File: config.mk
export PLATFORM = sky130hd
export DESIGN_NAME = risc_mem_arbiter_flat
export DESIGN_NICKNAME = d
export VERILOG_FILES = /design/src/rtl/risc_mem_arbiter_if.sv /design/src/rtl/risc_mem_arbiter.sv /design/src/flat_wrapper.sv
export SDC_FILE = /design/constraint.sdc
export NUM_CORES = 1
export LEC_CHECK = 0
export ABC_AREA = 1
export ABC_CLOCK_PERIOD_IN_PS = 3250
export CELL_PAD_IN_SITES_DETAIL_PLACEMENT = 2
export CELL_PAD_IN_SITES_GLOBAL_PLACEMENT = 2
export CORE_MARGIN = 3
export CORE_UTILIZATION = 25
export CTS_CLUSTER_DIAMETER = 30
export DETAILED_ROUTE_END_ITERATION = 10
export GPL_ROUTABILITY_DRIVEN = 1
export PLACE_DENSITY = 0.8
export SETUP_SLACK_MARGIN = 0.1
export SLEW_MARGIN = 20
export SYNTH_ARGS = -nofsm -noshare
export SYNTH_HDL_FRONTEND = slang
export SYNTH_SLANG_ARGS = --single-unit
File: constraint.sdc
create_clock -name clk -period 3.25 [get_ports clk]
set_input_delay 0.325 -clock clk [delete_from_list [all_inputs] [get_ports clk]]
set_output_delay 0.325 -clock clk [all_outputs]
set_load 0.005 [all_outputs]
File: src/rtl/risc_mem_arbiter_if.sv
// Bus bundle for risc_mem_arbiter: core-side IF/MEM requests plus the shared memory port.
// "master" is the arbiter's view; "slave" is the environment (core stages and memory).
interface risc_mem_arbiter_if #(
  parameter int AW = 16,
  parameter int DW = 16
);
  logic          halt_i;
  logic          halted;
  logic          if_req;
  logic [AW-1:0] if_addr;
  logic          if_gnt;
  logic          if_rvalid;
  logic [DW-1:0] if_rdata;
  logic          d_req;
  logic          d_we;
  logic [AW-1:0] d_addr;
  logic [DW-1:0] d_wdata;
  logic          d_gnt;
  logic          d_rvalid;
  logic [DW-1:0] d_rdata;
  logic          mem_req;
  logic          mem_we;
  logic [AW-1:0] mem_addr;
  logic [DW-1:0] mem_wdata;
  logic          mem_ready;
  logic [DW-1:0] mem_rdata;
  logic          err;

  modport master (
    input  halt_i, if_req, if_addr, d_req, d_we, d_addr, d_wdata, mem_ready, mem_rdata,
    output halted, if_gnt, if_rvalid, if_rdata, d_gnt, d_rvalid, d_rdata,
           mem_req, mem_we, mem_addr, mem_wdata, err
  );

  modport slave (
    output halt_i, if_req, if_addr, d_req, d_we, d_addr, d_wdata, mem_ready, mem_rdata,
    input  halted, if_gnt, if_rvalid, if_rdata, d_gnt, d_rvalid, d_rdata,
           mem_req, mem_we, mem_addr, mem_wdata, err
  );
endinterface

File: src/rtl/risc_mem_arbiter.sv
// Shared memory port arbiter: data-first priority with IF anti-starvation, halt and access timeout.
// Optional grant/timeout statistics counters are enabled by defining ARB_STATS_EN.
module risc_mem_arbiter #(
  parameter int AW         = 16,
  parameter int DW         = 16,
  parameter int STARVE_MAX = 4,
  parameter int TIMEOUT    = 32
) (
  input  logic                clk,
  input  logic                rst,
  risc_mem_arbiter_if.master  bus
`ifdef ARB_STATS_EN
  ,
  output logic [15:0]         stat_if_cnt,
  output logic [15:0]         stat_d_cnt,
  output logic [7:0]          stat_tmo_cnt
`endif
);
  localparam logic [1:0] ST_IDLE    = 2'd0;
  localparam logic [1:0] ST_BUSY_IF = 2'd1;
  localparam logic [1:0] ST_BUSY_D  = 2'd2;

  localparam logic [3:0]    STARVE_LIM = 4'(STARVE_MAX);
  localparam logic [7:0]    TMO_LAST   = 8'(TIMEOUT - 1);
  localparam logic [DW-1:0] ABORT_DATA = DW'(16'hDEAD);

  logic [1:0] state_reg;
  logic [3:0] starve_cnt_reg;
  logic [7:0] tmo_cnt_reg;
  logic       pick_if;
  logic       pick_d;
  logic       finish;
  logic       timed_out;

  // Data wins unless IF has been passed over STARVE_MAX times in a row.
  always_comb begin
    pick_if = 1'b0;
    pick_d  = 1'b0;
    if (state_reg == ST_IDLE && !bus.halt_i) begin
      if (bus.if_req && (!bus.d_req || starve_cnt_reg == STARVE_LIM))
        pick_if = 1'b1;
      else if (bus.d_req)
        pick_d = 1'b1;
    end
  end

  // mem_ready on the last allowed cycle still counts as a normal completion.
  assign timed_out = (state_reg != ST_IDLE) && !bus.mem_ready && (tmo_cnt_reg == TMO_LAST);
  assign finish    = (state_reg != ST_IDLE) && (bus.mem_ready || timed_out);

  assign bus.halted = bus.halt_i && (state_reg == ST_IDLE);

  always_ff @(posedge clk or posedge rst) begin
    if (rst) begin
      state_reg      <= ST_IDLE;
      starve_cnt_reg <= '0;
      tmo_cnt_reg    <= '0;
      bus.if_gnt     <= 1'b0;
      bus.if_rvalid  <= 1'b0;
      bus.if_rdata   <= {DW{1'b0}};
      bus.d_gnt      <= 1'b0;
      bus.d_rvalid   <= 1'b0;
      bus.d_rdata    <= {DW{1'b0}};
      bus.mem_req    <= 1'b0;
      bus.mem_we     <= 1'b0;
      bus.mem_addr   <= {AW{1'b0}};
      bus.mem_wdata  <= {DW{1'b0}};
      bus.err        <= 1'b0;
    end else begin
      bus.if_gnt    <= 1'b0;
      bus.d_gnt     <= 1'b0;
      bus.if_rvalid <= 1'b0;
      bus.d_rvalid  <= 1'b0;
      bus.err       <= 1'b0;
      case (state_reg)
        ST_IDLE: begin
          tmo_cnt_reg <= '0;
          if (pick_if) begin
            state_reg      <= ST_BUSY_IF;
            bus.mem_req    <= 1'b1;
            bus.mem_we     <= 1'b0;
            bus.mem_addr   <= bus.if_addr;
            bus.mem_wdata  <= {DW{1'b0}};
            bus.if_gnt     <= 1'b1;
            starve_cnt_reg <= '0;
          end else if (pick_d) begin
            state_reg     <= ST_BUSY_D;
            bus.mem_req   <= 1'b1;
            bus.mem_we    <= bus.d_we;
            bus.mem_addr  <= bus.d_addr;
            bus.mem_wdata <= bus.d_wdata;
            bus.d_gnt     <= 1'b1;
            if (bus.if_req && starve_cnt_reg != STARVE_LIM)
              starve_cnt_reg <= starve_cnt_reg + 4'd1;
          end
        end
        ST_BUSY_IF, ST_BUSY_D: begin
          if (finish) begin
            state_reg   <= ST_IDLE;
            bus.mem_req <= 1'b0;
            bus.err     <= timed_out;
            if (state_reg == ST_BUSY_IF) begin
              bus.if_rvalid <= 1'b1;
              bus.if_rdata  <= timed_out ? ABORT_DATA : bus.mem_rdata;
            end else begin
              bus.d_rvalid <= 1'b1;
              if (timed_out)
                bus.d_rdata <= ABORT_DATA;
              else
                bus.d_rdata <= bus.mem_we ? {DW{1'b0}} : bus.mem_rdata;
            end
          end else begin
            tmo_cnt_reg <= tmo_cnt_reg + 8'd1;
          end
        end
        default: state_reg <= ST_IDLE;
      endcase
    end
  end

`ifdef ARB_STATS_EN
  always_ff @(posedge clk or posedge rst) begin
    if (rst) begin
      stat_if_cnt  <= '0;
      stat_d_cnt   <= '0;
      stat_tmo_cnt <= '0;
    end else begin
      if (pick_if)
        stat_if_cnt <= stat_if_cnt + 16'd1;
      if (pick_d)
        stat_d_cnt <= stat_d_cnt + 16'd1;
      if (timed_out)
        stat_tmo_cnt <= stat_tmo_cnt + 8'd1;
    end
  end
`endif
endmodule
File: src/flat_wrapper.sv
// flat-port wrapper written by rule: the top's interface ports become plain ports
module risc_mem_arbiter_flat 
#(
  parameter int AW         = 16,
  parameter int DW         = 16,
  parameter int STARVE_MAX = 4,
  parameter int TIMEOUT    = 32
)
  (clk, rst, bus_halt_i, bus_if_req, bus_if_addr, bus_d_req, bus_d_we, bus_d_addr, bus_d_wdata, bus_mem_ready, bus_mem_rdata, bus_halted, bus_if_gnt, bus_if_rvalid, bus_if_rdata, bus_d_gnt, bus_d_rvalid, bus_d_rdata, bus_mem_req, bus_mem_we, bus_mem_addr, bus_mem_wdata, bus_err);
  risc_mem_arbiter_if #(.AW(AW), .DW(DW)) bus_i ();
  input  logic clk;
  input  logic rst;
  input wire logic [$bits(bus_i.halt_i)-1:0] bus_halt_i;
  input wire logic [$bits(bus_i.if_req)-1:0] bus_if_req;
  input wire logic [$bits(bus_i.if_addr)-1:0] bus_if_addr;
  input wire logic [$bits(bus_i.d_req)-1:0] bus_d_req;
  input wire logic [$bits(bus_i.d_we)-1:0] bus_d_we;
  input wire logic [$bits(bus_i.d_addr)-1:0] bus_d_addr;
  input wire logic [$bits(bus_i.d_wdata)-1:0] bus_d_wdata;
  input wire logic [$bits(bus_i.mem_ready)-1:0] bus_mem_ready;
  input wire logic [$bits(bus_i.mem_rdata)-1:0] bus_mem_rdata;
  output wire logic [$bits(bus_i.halted)-1:0] bus_halted;
  output wire logic [$bits(bus_i.if_gnt)-1:0] bus_if_gnt;
  output wire logic [$bits(bus_i.if_rvalid)-1:0] bus_if_rvalid;
  output wire logic [$bits(bus_i.if_rdata)-1:0] bus_if_rdata;
  output wire logic [$bits(bus_i.d_gnt)-1:0] bus_d_gnt;
  output wire logic [$bits(bus_i.d_rvalid)-1:0] bus_d_rvalid;
  output wire logic [$bits(bus_i.d_rdata)-1:0] bus_d_rdata;
  output wire logic [$bits(bus_i.mem_req)-1:0] bus_mem_req;
  output wire logic [$bits(bus_i.mem_we)-1:0] bus_mem_we;
  output wire logic [$bits(bus_i.mem_addr)-1:0] bus_mem_addr;
  output wire logic [$bits(bus_i.mem_wdata)-1:0] bus_mem_wdata;
  output wire logic [$bits(bus_i.err)-1:0] bus_err;
  assign bus_i.halt_i = bus_halt_i;
  assign bus_i.if_req = bus_if_req;
  assign bus_i.if_addr = bus_if_addr;
  assign bus_i.d_req = bus_d_req;
  assign bus_i.d_we = bus_d_we;
  assign bus_i.d_addr = bus_d_addr;
  assign bus_i.d_wdata = bus_d_wdata;
  assign bus_i.mem_ready = bus_mem_ready;
  assign bus_i.mem_rdata = bus_mem_rdata;
  assign bus_halted = bus_i.halted;
  assign bus_if_gnt = bus_i.if_gnt;
  assign bus_if_rvalid = bus_i.if_rvalid;
  assign bus_if_rdata = bus_i.if_rdata;
  assign bus_d_gnt = bus_i.d_gnt;
  assign bus_d_rvalid = bus_i.d_rvalid;
  assign bus_d_rdata = bus_i.d_rdata;
  assign bus_mem_req = bus_i.mem_req;
  assign bus_mem_we = bus_i.mem_we;
  assign bus_mem_addr = bus_i.mem_addr;
  assign bus_mem_wdata = bus_i.mem_wdata;
  assign bus_err = bus_i.err;
  risc_mem_arbiter #(.AW(AW), .DW(DW), .STARVE_MAX(STARVE_MAX), .TIMEOUT(TIMEOUT)) u_core (.clk(clk), .rst(rst), .bus(bus_i));
endmodule
==> results of run 1 <==
power by group:
group	switching [µW]	leakage, µW	total, µW	internal, µW
Clock	391	0.000143	1010	623
Sequential	289	0.00105	1780	1500
Combinational	974	0.00140	2070	1100
Total	1650	0.00259	4870	3210
metrics by stage:
step	total power [µW]	hold slack, ns
floorplan	2680	0.446
global placement	3790	0.462
detailed placement	3910	0.472
CTS	4980	0.444
global route	5260	0.474
finish	4870	0.413
Yosys cell counts, drive strengths merged:
cell type    n  area [µm²]
a21o         1        7.51
a21oi       22         110
a22o        16         140
a31oi       16         100
buf         13        90.1
clkbuf       5        18.8
clkinv       3        12.5
dfrtp       85        2130
ha           8         100
inv         20        75.1
nand2      130         498
nand3       22         133
nand4        2        12.5
nor2        58         233
nor3         1        5.00
nor3b        2        15.0
nor4         1        6.26
o21ai       13        65.1
o21bai       1        18.8
xnor2        1        8.76
xor2         3        26.3
layout make-up:
cell class	instances	share of cell area
Inverter	23	0.0157
Clock buffer	11	0.0446
Multi-Input combinational cell	297	0.262
Timing Repair Buffer	144	0.256
Tap cell	184	0.0406
Clock inverter	2	0.00618
Sequential cell	85	0.375
layer usage:
metal	part of all wire	vias to the layer above
met5	0	-
met4	0.021	0
met3	0.067	18
met2	0.49	118
met1	0.42	1700
li1	-	1651
path summary, 6_finish.rpt:
check | from | end | slack (ns) | cells past startpoint
worst max-delay path | u_core.state_reg[0] | u_core.starve_cnt_reg[1] | 0.77 | 9
worst min-delay path | rst | u_core.bus.d_gnt | 0.41 | 2
worst max register to register | u_core.state_reg[0] | u_core.starve_cnt_reg[1] | 0.77 | 9
worst min register to register | u_core.bus.mem_req | u_core.bus.mem_req | 0.48 | 2
max in group asynchronous | rst | u_core.bus.mem_addr[4] | 2.13 | 3
min in group clk | u_core.bus.mem_req | u_core.bus.mem_req | 0.48 | 2
logic make-up (layout without fill, tap and decap cells):
family / after synthesis / after routing
compound gates: 69 / 69
flops: 85 / 85
simple gates: 216 / 216
buf+inv: 41 / 180
xor+xnor: 4 / 4
fa+ha+maj: 8 / 8
worst register-to-register path, stage by stage (launching register included):
cell and delay, ns:
dfrtp_1 0.43, inv_1 0.10, ha_1 0.35, inv_2 0.14, nor2_4 0.14, nand3_4 0.28
nand2_4 0.41, nand2_1 0.27, a21oi_1 0.18, a21oi_1 0.06
==> results_dict.tcl, run 1 <==
set metrics [dict create \
    status "completed" \
    antenna_found_initial 0 \
    worst_slew_pin_slew_ns 0.729 \
    synthAdderAreaFrac 0.0263 \
    synth_xor_area_frac 0.00921 \
    seq_area_um2 2130 \
    grt_util_met2 0.266 \
    cts_sinks 85 \
    vdd_drop_max_mv 0.284 \
    finalCritPeriodShare 0.764 \
    fp.dieArea_um2 16700 \
    track_usage 0.161 \
    die_h_um 129 \
    critPathKind "reg2reg" \
    dp_cells 733 \
    mostFrequentLayoutCells "142 x clkdlybuf4s50_1, 128 x nand2_1, 85 x dfrtp_1" \
    first_pass_iters 4 \
    fillerInstances 1588 \
    required_ns 3.46 \
    crit_path_max_fanout 35 \
    drtIter0Drc 92 \
    drive_above_1_share 0.0498 \
    busiest_layer "met2" \
    syn-instance-count 423 \
    final_util 0.386 \
    tns_ns 0 \
    critPathMaxStageDelay_ns 0.43 \
    yosysWarnings 0 \
    stdcell_area_um2 5670 \
    cts_hold_buffers 0 \
    report.final.setup_viol 0 \
    global_route.usage.met3 0.0453 \
    max_slew_margin 0.514 \
    synthMuxAreaShare 0 \
    hp-class "in2async" \
    grtUsageMet1 0.200 \
    ios 143 \
    place_hpwl_mm 9.82 \
    yosys.area_share.simple 0.237 \
    clk_pin_slew_ns 0.06 \
    clock_path_buffers 2 \
    num_antenna_cells 0 \
    synth-seq-cells 85 \
    layout_min_cycle_time_ns 2.48 \
    area_growth_pct 49.1 \
    gp_congestion 0.820 \
    viasPerCell 4.67 \
    crit_buf_inv 2 \
    multi_input_area_um2 1490 \
    drc_errors 0 \
    cpMostUsedCell "a21oi_1" \
    drv_slew 0 \
    io_buffer_count 142 \
    grt-ovfl-total 0 \
    cp-end-kind "flip-flop" \
    synthDistinctLibCells 30 \
    cts_tree "yes" \
    power.leakage_uw 0.00259 \
    worstSkewPairLatency_ns 0.34 \
    seq_area_frac_synth 0.559 \
    post_cts_buffers 0 \
    cts_buffers 9 \
    preCtsSetupSlack_ns 0.745 \
    crit_path_start_kind "flip-flop" \
    rsz0062_at_grt "no" \
    grt_pass1_wl_mm 21.1 \
    final_common_cell "clkdlybuf4s50_1" \
    antenna_left 0 \
    crit_family "simple AND/OR/NAND/NOR gates" \
    die-width_um 129 \
    first_global_vias 4052 \
    cts_resized 0 \
    fp.coreArea_um2 14700 \
    fin_cells 746 \
    worstPathArrival_ns 2.69 \
    syn_area_um2 3800 \
    htree_levels 3 \
    cap_violations 0 \
    wl_per_cell_um 17.3 \
    p_per_area_nw_per_um2 859 \
    synth_top_family_by_area "simple AND/OR/NAND/NOR gates" \
    nets 639 \
    fmax_ghz 0.403 \
    vias 3487 \
    dpl_cell_area_um2 5380 \
    syn_nets 502 \
    rows 44 \
    hold_viol_final 0 \
    worstPathCellList "inv_1 > ha_1 > inv_2 > nor2_4 > nand3_4 > nand2_4 > nand2_1 > a21oi_1 > a21oi_1" \
    synth_compound_area_frac 0.116 \
    fin_skew_ns 0.00705 \
    wl_mm 12.9 \
    initial_utilization 0.259 \
    synth_area_per_cell_um2 8.99 \
    cp_slowest_cell "dfrtp_1" \
    setup_ws_ns 0.768 \
    grt_max_degree 47 \
    root_buffer "clkbuf_16" \
]
No activity file was read; power rests on OpenSTA's default activity.
==> run 2, diff against run 1 <==
--- a/config.mk
+++ b/config.mk
@@ -6,7 +6,7 @@
 export NUM_CORES = 1
 export LEC_CHECK = 0
 export ABC_AREA = 1
-export ABC_CLOCK_PERIOD_IN_PS = 3250
+export ABC_CLOCK_PERIOD_IN_PS = 2400
 export CELL_PAD_IN_SITES_DETAIL_PLACEMENT = 2
 export CELL_PAD_IN_SITES_GLOBAL_PLACEMENT = 2
 export CORE_MARGIN = 3
==> constraint.sdc (replaced) <==
create_clock -name clk -period 2.4 [get_ports clk]
set_input_delay 0.24 -clock clk [delete_from_list [all_inputs] [get_ports clk]]
set_output_delay 0.24 -clock clk [all_outputs]
set_load 0.005 [all_outputs]
==> run 2 against run 1 <==
- clock-buffer cell count is 2 higher
- clock power is 32% higher
- non-clock buffer count up 6
- core utilization grew 0.27 points
- critical endpoint is now bus_halted
- largest cell class unchanged
==> results_dict.tcl, run 2 (same netlist as run 1, synthesis figures left out) <==
set metrics [dict create \
    worst_slew_pin_slew_ns 0.559 \
    area_growth_pct 50.1 \
    vias 3545 \
    cts_sinks 85 \
    wl_mm 13.1 \
    cts_resized 0 \
    critPathMaxStageDelay_ns 0.50 \
    fp.coreArea_um2 14700 \
    fin_skew_ns 0.00403 \
    p_per_area_nw_per_um2 1160 \
    rsz0062_at_grt "no" \
    cp-end-kind "output pin" \
    gp_congestion 0.805 \
    clock_path_buffers 2 \
    vdd_drop_max_mv 0.372 \
    final_util 0.388 \
    io_buffer_count 142 \
    grt_max_degree 86 \
    final_common_cell "clkdlybuf4s50_1" \
    worstPathArrival_ns 1.92 \
    cts_buffers 9 \
    post_cts_buffers 0 \
    fp.dieArea_um2 16700 \
    layout_min_cycle_time_ns 2.16 \
    rows 44 \
    worstSkewPairLatency_ns 0.34 \
    die_h_um 129 \
    place_hpwl_mm 9.83 \
    antenna_found_initial 0 \
    root_buffer "clkbuf_16" \
    seq_area_um2 2130 \
    cts_tree "yes" \
    fillerInstances 1617 \
    num_antenna_cells 0 \
    cts_hold_buffers 0 \
    cp_slowest_cell "clkdlybuf4s50_1" \
    initial_utilization 0.259 \
    clk_pin_slew_ns 0.06 \
    tns_ns 0 \
    grt_pass1_wl_mm 21.3 \
    antenna_left 0 \
    worstPathCellList "inv_1 > ha_1 > buf_4 > nand2_1 > inv_1 > clkdlybuf4s50_1" \
    crit_path_max_fanout 5 \
    crit_path_start_kind "flip-flop" \
    htree_levels 3 \
    nets 645 \
    drive_above_1_share 0.0613 \
    first_pass_iters 4 \
    fin_cells 755 \
    finalCritPeriodShare 0.899 \
    grt-ovfl-total 0 \
    max_slew_margin 0.625 \
    critPathKind "reg2out" \
    ios 143 \
    cpMostUsedCell "inv_1" \
    wl_per_cell_um 17.4 \
    report.final.setup_viol 0 \
    power.leakage_uw 0.00261 \
    drc_errors 0 \
    fmax_ghz 0.464 \
    drv_slew 0 \
    drtIter0Drc 102 \
    dp_cells 739 \
    status "completed" \
    hp-class "in2async" \
    mostFrequentLayoutCells "142 x clkdlybuf4s50_1, 128 x nand2_1, 85 x dfrtp_1" \
    cap_violations 0 \
    viasPerCell 4.70 \
    required_ns 2.16 \
    track_usage 0.163 \
    die-width_um 129 \
    hold_viol_final 0 \
    first_global_vias 4161 \
    multi_input_area_um2 1490 \
]
## run 2: cell count changes in the layout (fill, tap and decap cells not counted), sizes merged
cell | previous run | this run
clkinvlp | 0 | 3
clkinv | 5 | 4
clkbuf | 11 | 13
buf | 2 | 8
bufinv | 1 | 0
## run 2: through the flow
step | cell area [µm²] | worst slack, ns | hold WS (ns) | total power (µW)
4_1_cts | 5710 | 0.214 | 0.411 | 6750
5_1_grt | 5710 | 0.102 | 0.420 | 7140
2_1_floorplan | 3810 | 0.691 | 0.361 | 3630
3_5_place_dp | 5430 | 0.334 | 0.479 | 5350
3_3_place_gp | 5430 | 0.462 | 0.468 | 5170
6_report | 5710 | 0.244 | 0.385 | 6610
## run 2: where the power goes
part,leakage (µW),total [µW],switching (µW),internal (µW)
sequential,0.00105,2420,392,2020
combinational,0.00142,2870,1350,1520
clock,0.000132,1330,574,758
## run 2: layout make-up
cell class | instances | share of cell area
multi-input combinational | 297 | 0.260
inverter | 23 | 0.0160
sequential | 85 | 0.373
tap | 184 | 0.0403
clock inverter | 3 | 0.00351
clock buffer | 13 | 0.0456
timing repair buffer | 150 | 0.262
## run 2: worst paths after layout
path	from	end	slack (ns)	cells past startpoint
worst max-delay path	u_core.state_reg[0]	bus_halted	0.24	6
worst min-delay path	rst	u_core.bus.d_rdata[10]	0.38	3
worst max register to register	u_core.state_reg[0]	u_core.starve_cnt_reg[3]	0.34	9
worst min register to register	u_core.bus.mem_req	u_core.bus.mem_req	0.49	2
max in group asynchronous	rst	u_core.starve_cnt_reg[3]	1.65	3
min in group clk	bus_if_addr[13]	u_core.bus.mem_addr[13]	0.47	3
## run 2: critical path, delay by kind of cell (launching register included)
kind	cells	cell delay, ns
AND/OR/NAND/NOR	1	0.05
flip-flops	1	0.43
adder cells (fa/ha/maj)	1	0.27
buffers and inverters	4	0.84
## run 2: layer usage
layer	GRT usage	part of all wire	wire, µm	vias up
met4	0.0556	0.020	260	0
li1	-	-	-	1668
met1	0.188	0.41	5370	1743
met2	0.287	0.50	6630	117
met5	0	0	0	-
met3	0.0499	0.066	872	17
